$ cat config.mk
export PLATFORM = sky130hd
export DESIGN_NAME = imem_ctrl
export DESIGN_NICKNAME = d
export VERILOG_FILES = /design/src/rtl/imem_pkg.sv /design/src/rtl/imem_ram_sp.sv /design/src/rtl/imem_ctrl.sv
export SDC_FILE = /design/constraint.sdc
export NUM_CORES = 2
export LEC_CHECK = 0
export BUFFER_PORTS_ARGS = -buffer_cell sky130_fd_sc_hd__buf_2
export CORE_MARGIN = 5
export CORE_UTILIZATION = 45
export DETAILED_ROUTE_END_ITERATION = 16
export PLACE_DENSITY = 0.68
export SLEW_MARGIN = 20
export SYNTH_ARGS = -nofsm -noshare
export SYNTH_HDL_FRONTEND = slang
export SYNTH_SLANG_ARGS = --single-unit
export TNS_END_PERCENT = 5
$ cat constraint.sdc
create_clock -name clk -period 5.05 [get_ports clk]
set_input_delay 0 -clock clk [delete_from_list [all_inputs] [get_ports clk]]
set_output_delay 0 -clock clk [all_outputs]
set_load 0.01 [all_outputs]
$ cat src/rtl/imem_pkg.sv
// Shared types and constants for the instruction memory controller.
package imem_pkg;

   typedef enum logic [1:0] {
      IMEM_IDLE,
      IMEM_LOAD,
      IMEM_RUN
   } imem_state_t;

   // Wide enough for any practical DATA_WIDTH; sliced at the point of use.
   localparam logic [63:0] IMEM_NOP = '0;

endpackage

$ cat src/rtl/imem_ram_sp.sv
// Single-port synchronous RAM with write enable and registered, read-enabled output.
// Only the output register is reset; the array contents survive reset.
module imem_ram_sp #(
   parameter int WIDTH  = 16,
   parameter int DEPTH  = 256,
   parameter int ADDR_W = 8
) (
   input  logic              clk,
   input  logic              rst,
   input  logic              we,
   input  logic              re,
   input  logic [ADDR_W-1:0] addr,
   input  logic [WIDTH-1:0]  din,
   output logic [WIDTH-1:0]  dout
);

   logic [WIDTH-1:0] mem [DEPTH];

   always_ff @(posedge clk) begin
      if (we) begin
         mem[addr] <= din;
      end
   end

   // Output holds between reads so the fetch response stays stable while idle.
   always_ff @(posedge clk) begin
      if (rst) begin
         dout <= '0;
      end else if (re && !we) begin
         dout <= mem[addr];
      end
   end

endmodule

$ cat src/rtl/imem_ctrl.sv
// Instruction memory: valid/ready program loader plus a 1-cycle-latency fetch port.
// Optional IMEM_PARITY_EN adds an even-parity bit per word and a fetch_perr output.
module imem_ctrl
   import imem_pkg::*;
#(
   parameter int DATA_WIDTH = 16,
   parameter int ADDR_WIDTH = 16,
   parameter int DEPTH      = 256
) (
   input  logic                       clk,
   input  logic                       rst,
   input  logic                       load_start,
   input  logic                       load_valid,
   input  logic                       load_last,
   input  logic [DATA_WIDTH-1:0]      load_data,
   output logic                       load_ready,
   output logic                       load_err,
   output logic                       loaded,
   output logic [$clog2(DEPTH+1)-1:0] word_count,
   input  logic                       fetch_req,
   input  logic [ADDR_WIDTH-1:0]      fetch_pc,
   output logic                       fetch_valid,
   output logic [DATA_WIDTH-1:0]      fetch_instr,
   output logic                       fetch_err
`ifdef IMEM_PARITY_EN
   ,
   output logic                       fetch_perr
`endif
);

   localparam int CNT_W  = $clog2(DEPTH + 1);
   localparam int RAM_AW = $clog2(DEPTH);
   localparam int CMP_W  = (ADDR_WIDTH > CNT_W) ? ADDR_WIDTH : CNT_W;
`ifdef IMEM_PARITY_EN
   localparam int RAM_W  = DATA_WIDTH + 1;
`else
   localparam int RAM_W  = DATA_WIDTH;
`endif

   imem_state_t       state_reg;
   logic [CNT_W-1:0]  wr_ptr_reg;
   logic [CNT_W-1:0]  word_count_reg;
   logic              load_ready_reg;
   logic              load_err_reg;
   logic              loaded_reg;
   logic              fetch_valid_reg;
   logic              fetch_err_reg;

   logic              accept;
   logic              ram_full;
   logic              ram_we;
   logic              pc_oob;
   logic [RAM_AW-1:0] ram_addr;
   logic [RAM_W-1:0]  ram_din;
   logic [RAM_W-1:0]  ram_dout;

   // load_start wins over a word offered in the same cycle.
   assign accept   = load_valid && load_ready_reg && !load_start;
   assign ram_full = (wr_ptr_reg == CNT_W'(DEPTH));
   assign ram_we   = accept && !ram_full;
   assign ram_addr = ram_we ? wr_ptr_reg[RAM_AW-1:0] : fetch_pc[RAM_AW-1:0];
   assign pc_oob   = (CMP_W'(fetch_pc) >= CMP_W'(word_count_reg));

`ifdef IMEM_PARITY_EN
   assign ram_din = {^load_data, load_data};
`else
   assign ram_din = load_data;
`endif

   imem_ram_sp #(
      .WIDTH  (RAM_W),
      .DEPTH  (DEPTH),
      .ADDR_W (RAM_AW)
   ) u_ram (
      .clk  (clk),
      .rst  (rst),
      .we   (ram_we),
      .re   (fetch_req),
      .addr (ram_addr),
      .din  (ram_din),
      .dout (ram_dout)
   );

   always_ff @(posedge clk) begin
      if (rst) begin
         state_reg       <= IMEM_IDLE;
         wr_ptr_reg      <= '0;
         word_count_reg  <= '0;
         load_ready_reg  <= 1'b0;
         load_err_reg    <= 1'b0;
         loaded_reg      <= 1'b0;
         fetch_valid_reg <= 1'b0;
         fetch_err_reg   <= 1'b0;
      end else begin
         if (load_start) begin
            state_reg      <= IMEM_LOAD;
            wr_ptr_reg     <= '0;
            word_count_reg <= '0;
            load_err_reg   <= 1'b0;
            loaded_reg     <= 1'b0;
            load_ready_reg <= 1'b1;
         end else if (accept) begin
            if (ram_full) begin
               load_err_reg <= 1'b1;
            end else begin
               wr_ptr_reg <= wr_ptr_reg + 1'b1;
            end
            if (load_last) begin
               state_reg      <= IMEM_RUN;
               loaded_reg     <= 1'b1;
               load_ready_reg <= 1'b0;
               word_count_reg <= ram_full ? CNT_W'(DEPTH) : wr_ptr_reg + 1'b1;
            end
         end
         fetch_valid_reg <= fetch_req;
         // Error flag only moves on a request, so outputs hold while idle.
         if (fetch_req) begin
            fetch_err_reg <= (state_reg != IMEM_RUN) || pc_oob;
         end
      end
   end

   assign load_ready  = load_ready_reg;
   assign load_err    = load_err_reg;
   assign loaded      = loaded_reg;
   assign word_count  = word_count_reg;
   assign fetch_valid = fetch_valid_reg;
   assign fetch_err   = fetch_err_reg;
   assign fetch_instr = fetch_err_reg ? IMEM_NOP[DATA_WIDTH-1:0] : ram_dout[DATA_WIDTH-1:0];
`ifdef IMEM_PARITY_EN
   assign fetch_perr  = !fetch_err_reg && (^ram_dout);
`endif

endmodule

==> out/qor.txt <==
Status -> finished, final reports clean
CP arrival -> 5820 ps
Root buffer cell -> clkbuf_16
GR Util All Layers -> 0.265
DRC -> 0
RD Place Congestion -> 0.924
Most used cell, CP -> buf_12
Initial antenna violation count -> 31
Post-synthesis register bit count -> 4135
Reg2reg end -> u_ram.dout[14]
Crit path buffers/inverters -> 5
Critical Path End Type -> register
Worst Skew -> 48.7 ps
Vias in the first global route -> 98600
Setup crit end -> u_ram.dout[14]
Mapped Cells -> 10800
Crit-path slowest cell -> mux4_2
Final wirelength -> 507 mm
Pre-antenna DRT Iters -> 8
Detailed Place HPWL -> 313 mm
Synth Flop Type -> edfxtp_1
# rows -> 219
Fin crit period -> 5040 ps
I/O pin count -> 68
Layout Area Growth over Synthesis -> 15.1%
Worst path cell trace -> inv_1 -> ha_1 -> nor4bb_4 -> a21o_4 -> mux2i_4 -> buf_12 -> buf_12 -> buf_12 -> mux4_2 -> nand2b_1 -> nand4_1 -> or3_4 -> a22oi_2 -> buf_4 -> a311oi_1
Commonest non-fill, non-tap cells in the layout -> 4096 x edfxtp_1, 2505 x nand2_1, 948 x a21oi_1
Reg2reg setup slack -> 10 ps
First-pass GRT wire length -> 719 mm
Vias -> 103000
Final #Nets -> 11500
H-tree lvl count -> 5
Largest net degree at the start of global routing -> 165
Hold depth -> 2
Crit Path Class -> register to register
IO buf count -> 67
RSZ-0062 raised after global routing -> yes
Starting Density -> 0.453
Fin Hold WS -> 39.1 ps
Sinks on Clock Net -> 4135
R2R depth -> 15
Core Region -> 0.356 mm2
Syn nets -> 10900
Setup Viol. Count Final -> 0
Gr ovfl total -> 0
Period utilization -> 0.998
Crit start category -> register
Crit path max fanout -> 40
RR Startpoint -> wr_ptr_reg[1]
Max frequency -> 198 MHz
Worst slew pin tran -> 1290 ps
Die footprint -> 0.371 mm2
CP startpoint -> wr_ptr_reg[1]
Post-synth EDFFs -> 4096
Seq/Total Area, Yosys -> 0.767
CP Depth -> 15
Detail Route Antenna Nets -> 0
Power Dens Cells -> 390 mW/mm2
Commonest non-fill, non-tap cell in the layout -> edfxtp_1
Max-slew violation count -> 0
YS warnings -> 0
Max FFs per register -> 4096
Die Span Y -> 609 um
Post-synthesis instance area -> 0.161 mm2
Num CTS Buffers -> 406
Pwr Total -> 72.4 mW
Worst skew pair latency -> 970 ps
Layout cells sized above 1 -> 0.152
Reg clk slew, reported paths -> 70 ps
Max VDD drop -> 0.327 mV
Async SR Flop Fraction -> 0
Biggest cell delay along the critical path -> 590 ps
CP Data Required Time -> 5830 ps
Clock buffer depth -> 4
Final-report hold violation count -> 0
Syn Area/Cell -> 14.9 um2
Clock tree from TritonCTS -> yes
Largest registers -> u_ram.mem (4096), u_ram.dout (16)
Slew headroom -> 0.140
Crit path max-delay family -> simple AND/OR/NAND/NOR gates
Hold Crit Class -> input pin to register
DIE WIDTH -> 609 um
Register with the highest flop count -> u_ram.mem
Final Instance Area -> 0.186 mm2
Initial DRC Count -> 16500
Number of vias per cell -> 6.26
Leakage -> 61.0 nW
Yosys cell types -> 69
Post-DP Area -> 0.172 mm2
Routed length per placed instance -> 30.7 um
Max_cap viols -> 0
metal layers:
layer	vias to the layer above	track usage	wire [um]
met5	-	0	126
met3	1166	0.0643	64700
met2	7440	0.405	230000
met4	20	0.126	28600
met1	52100	0.358	184000
li1	42700	-	-
power by group:
group | leakage (nW) | total, mW | switching, mW | internal (mW)
clock | 6.37 | 30.0 | 13.0 | 17.0
sequential | 37.1 | 37.8 | 0.0216 | 37.7
combinational | 17.5 | 4.68 | 3.40 | 1.28
total | 61.0 | 72.4 | 16.4 | 56.0
synthesized netlist by cell type (6+ instances only):
cell type / instances / share of area
buf_2: 346 / 0.011
a21oi_1: 950 / 0.029
and3_1: 52 / 0.0020
nand3_1: 503 / 0.016
a311oi_1: 22 / 0.0012
ha_1: 11 / 0.00085
buf_6: 29 / 0.0020
a21boi_1: 8 / 0.00037
o21ai_1: 13 / 0.00040
a211o_1: 8 / 0.00043
o21bai_1: 8 / 0.00037
nand4_1: 91 / 0.0035
xnor2_1: 6 / 0.00033
clkbuf_1: 194 / 0.0045
o21ai_0: 45 / 0.0014
nand2b_1: 9 / 0.00035
nand2_1: 2511 / 0.058
o31a_1: 8 / 0.00043
nor4_1: 14 / 0.00054
edfxtp_1: 4096 / 0.76
nor2b_1: 38 / 0.0015
a221oi_1: 263 / 0.014
a211oi_1: 27 / 0.0013
mux2i_1: 114 / 0.0071
nor2_1: 313 / 0.0073
a22o_1: 6 / 0.00033
a32o_1: 6 / 0.00037
buf_4: 85 / 0.0040
o22ai_1: 6 / 0.00023
buf_1: 81 / 0.0019
a21o_1: 10 / 0.00047
mux4_2: 195 / 0.027
o21a_1: 6 / 0.00028
dfxtp_1: 39 / 0.0048
o31ai_1: 25 / 0.0012
a2111oi_0: 37 / 0.0020
or3_1: 12 / 0.00047
a21boi_0: 31 / 0.0014
o2111ai_1: 17 / 0.00092
a22oi_1: 79 / 0.0037
a32oi_1: 193 / 0.010
inv_1: 15 / 0.00035
a41oi_1: 10 / 0.00054
a31oi_1: 232 / 0.0090
nor3_1: 19 / 0.00059
per-stage QoR:
step	setup TNS, ps	util	cells	setup WS (ps)
after floorplan	0	-	10800	649
after global placement	-3150	0.483	15700	-801
after detailed placement	-2380	0.483	15700	-574
after CTS	0	0.520	16500	54.7
after global routing	-15.6	0.521	16500	-15.6
final	0	0.521	16500	10.0
what timing repair did:
item / 4_1_cts / 5_1_grt
pin swaps: 1 / 1
gates resized for setup: 12 / 13
buffers inserted: 3 / 0
endpoints found under the hold margin: 2363 / 0
setup endpoints to repair: 9 / 8
hold buffers: 33 / 0
area by class of cell:
type                    count  area (um2)
repair buffers            930        8410
flip-flops and latches   4135      124000
clock inverters           237        2370
well taps                4751        5940
fillers                 28200      171000
inverters                  15        56.3
multi-input cells        5949       34400
clock buffers             504       10700
diodes                      9        22.5
how the worst min path moves through the flow:
| stage | from | endpoint | slack (ps) |
|---|---|---|---|
| final | load_data[0] | u_ram.mem[159][0] | 40 |
| after global routing | load_data[0] | u_ram.mem[159][0] | 30 |
| after floorplan | load_data[0] | u_ram.mem[0][0] | 100 |
| after CTS | load_data[0] | u_ram.mem[169][0] | 3 |
| after global placement | load_last | state_reg[0] | 300 |
| after detailed placement | load_start | state_reg[0] | 330 |
logic make-up (layout without fill, tap and decap cells):
logic type               Yosys count  after routing  synth area share
buffers and inverters            750           1686            0.0235
AO/OA/AOI/OAI                   2033           2033            0.0819
adder cells (fa/ha/maj)           11             11          0.000853
flip-flops                      4135           4135             0.767
multiplexers                     312            312            0.0346
XOR/XNOR                          11             11          0.000597
AND/OR/NAND/NOR                 3582           3582            0.0914
other                              0              9                 0
No activity file was read; power rests on OpenSTA's default activity.
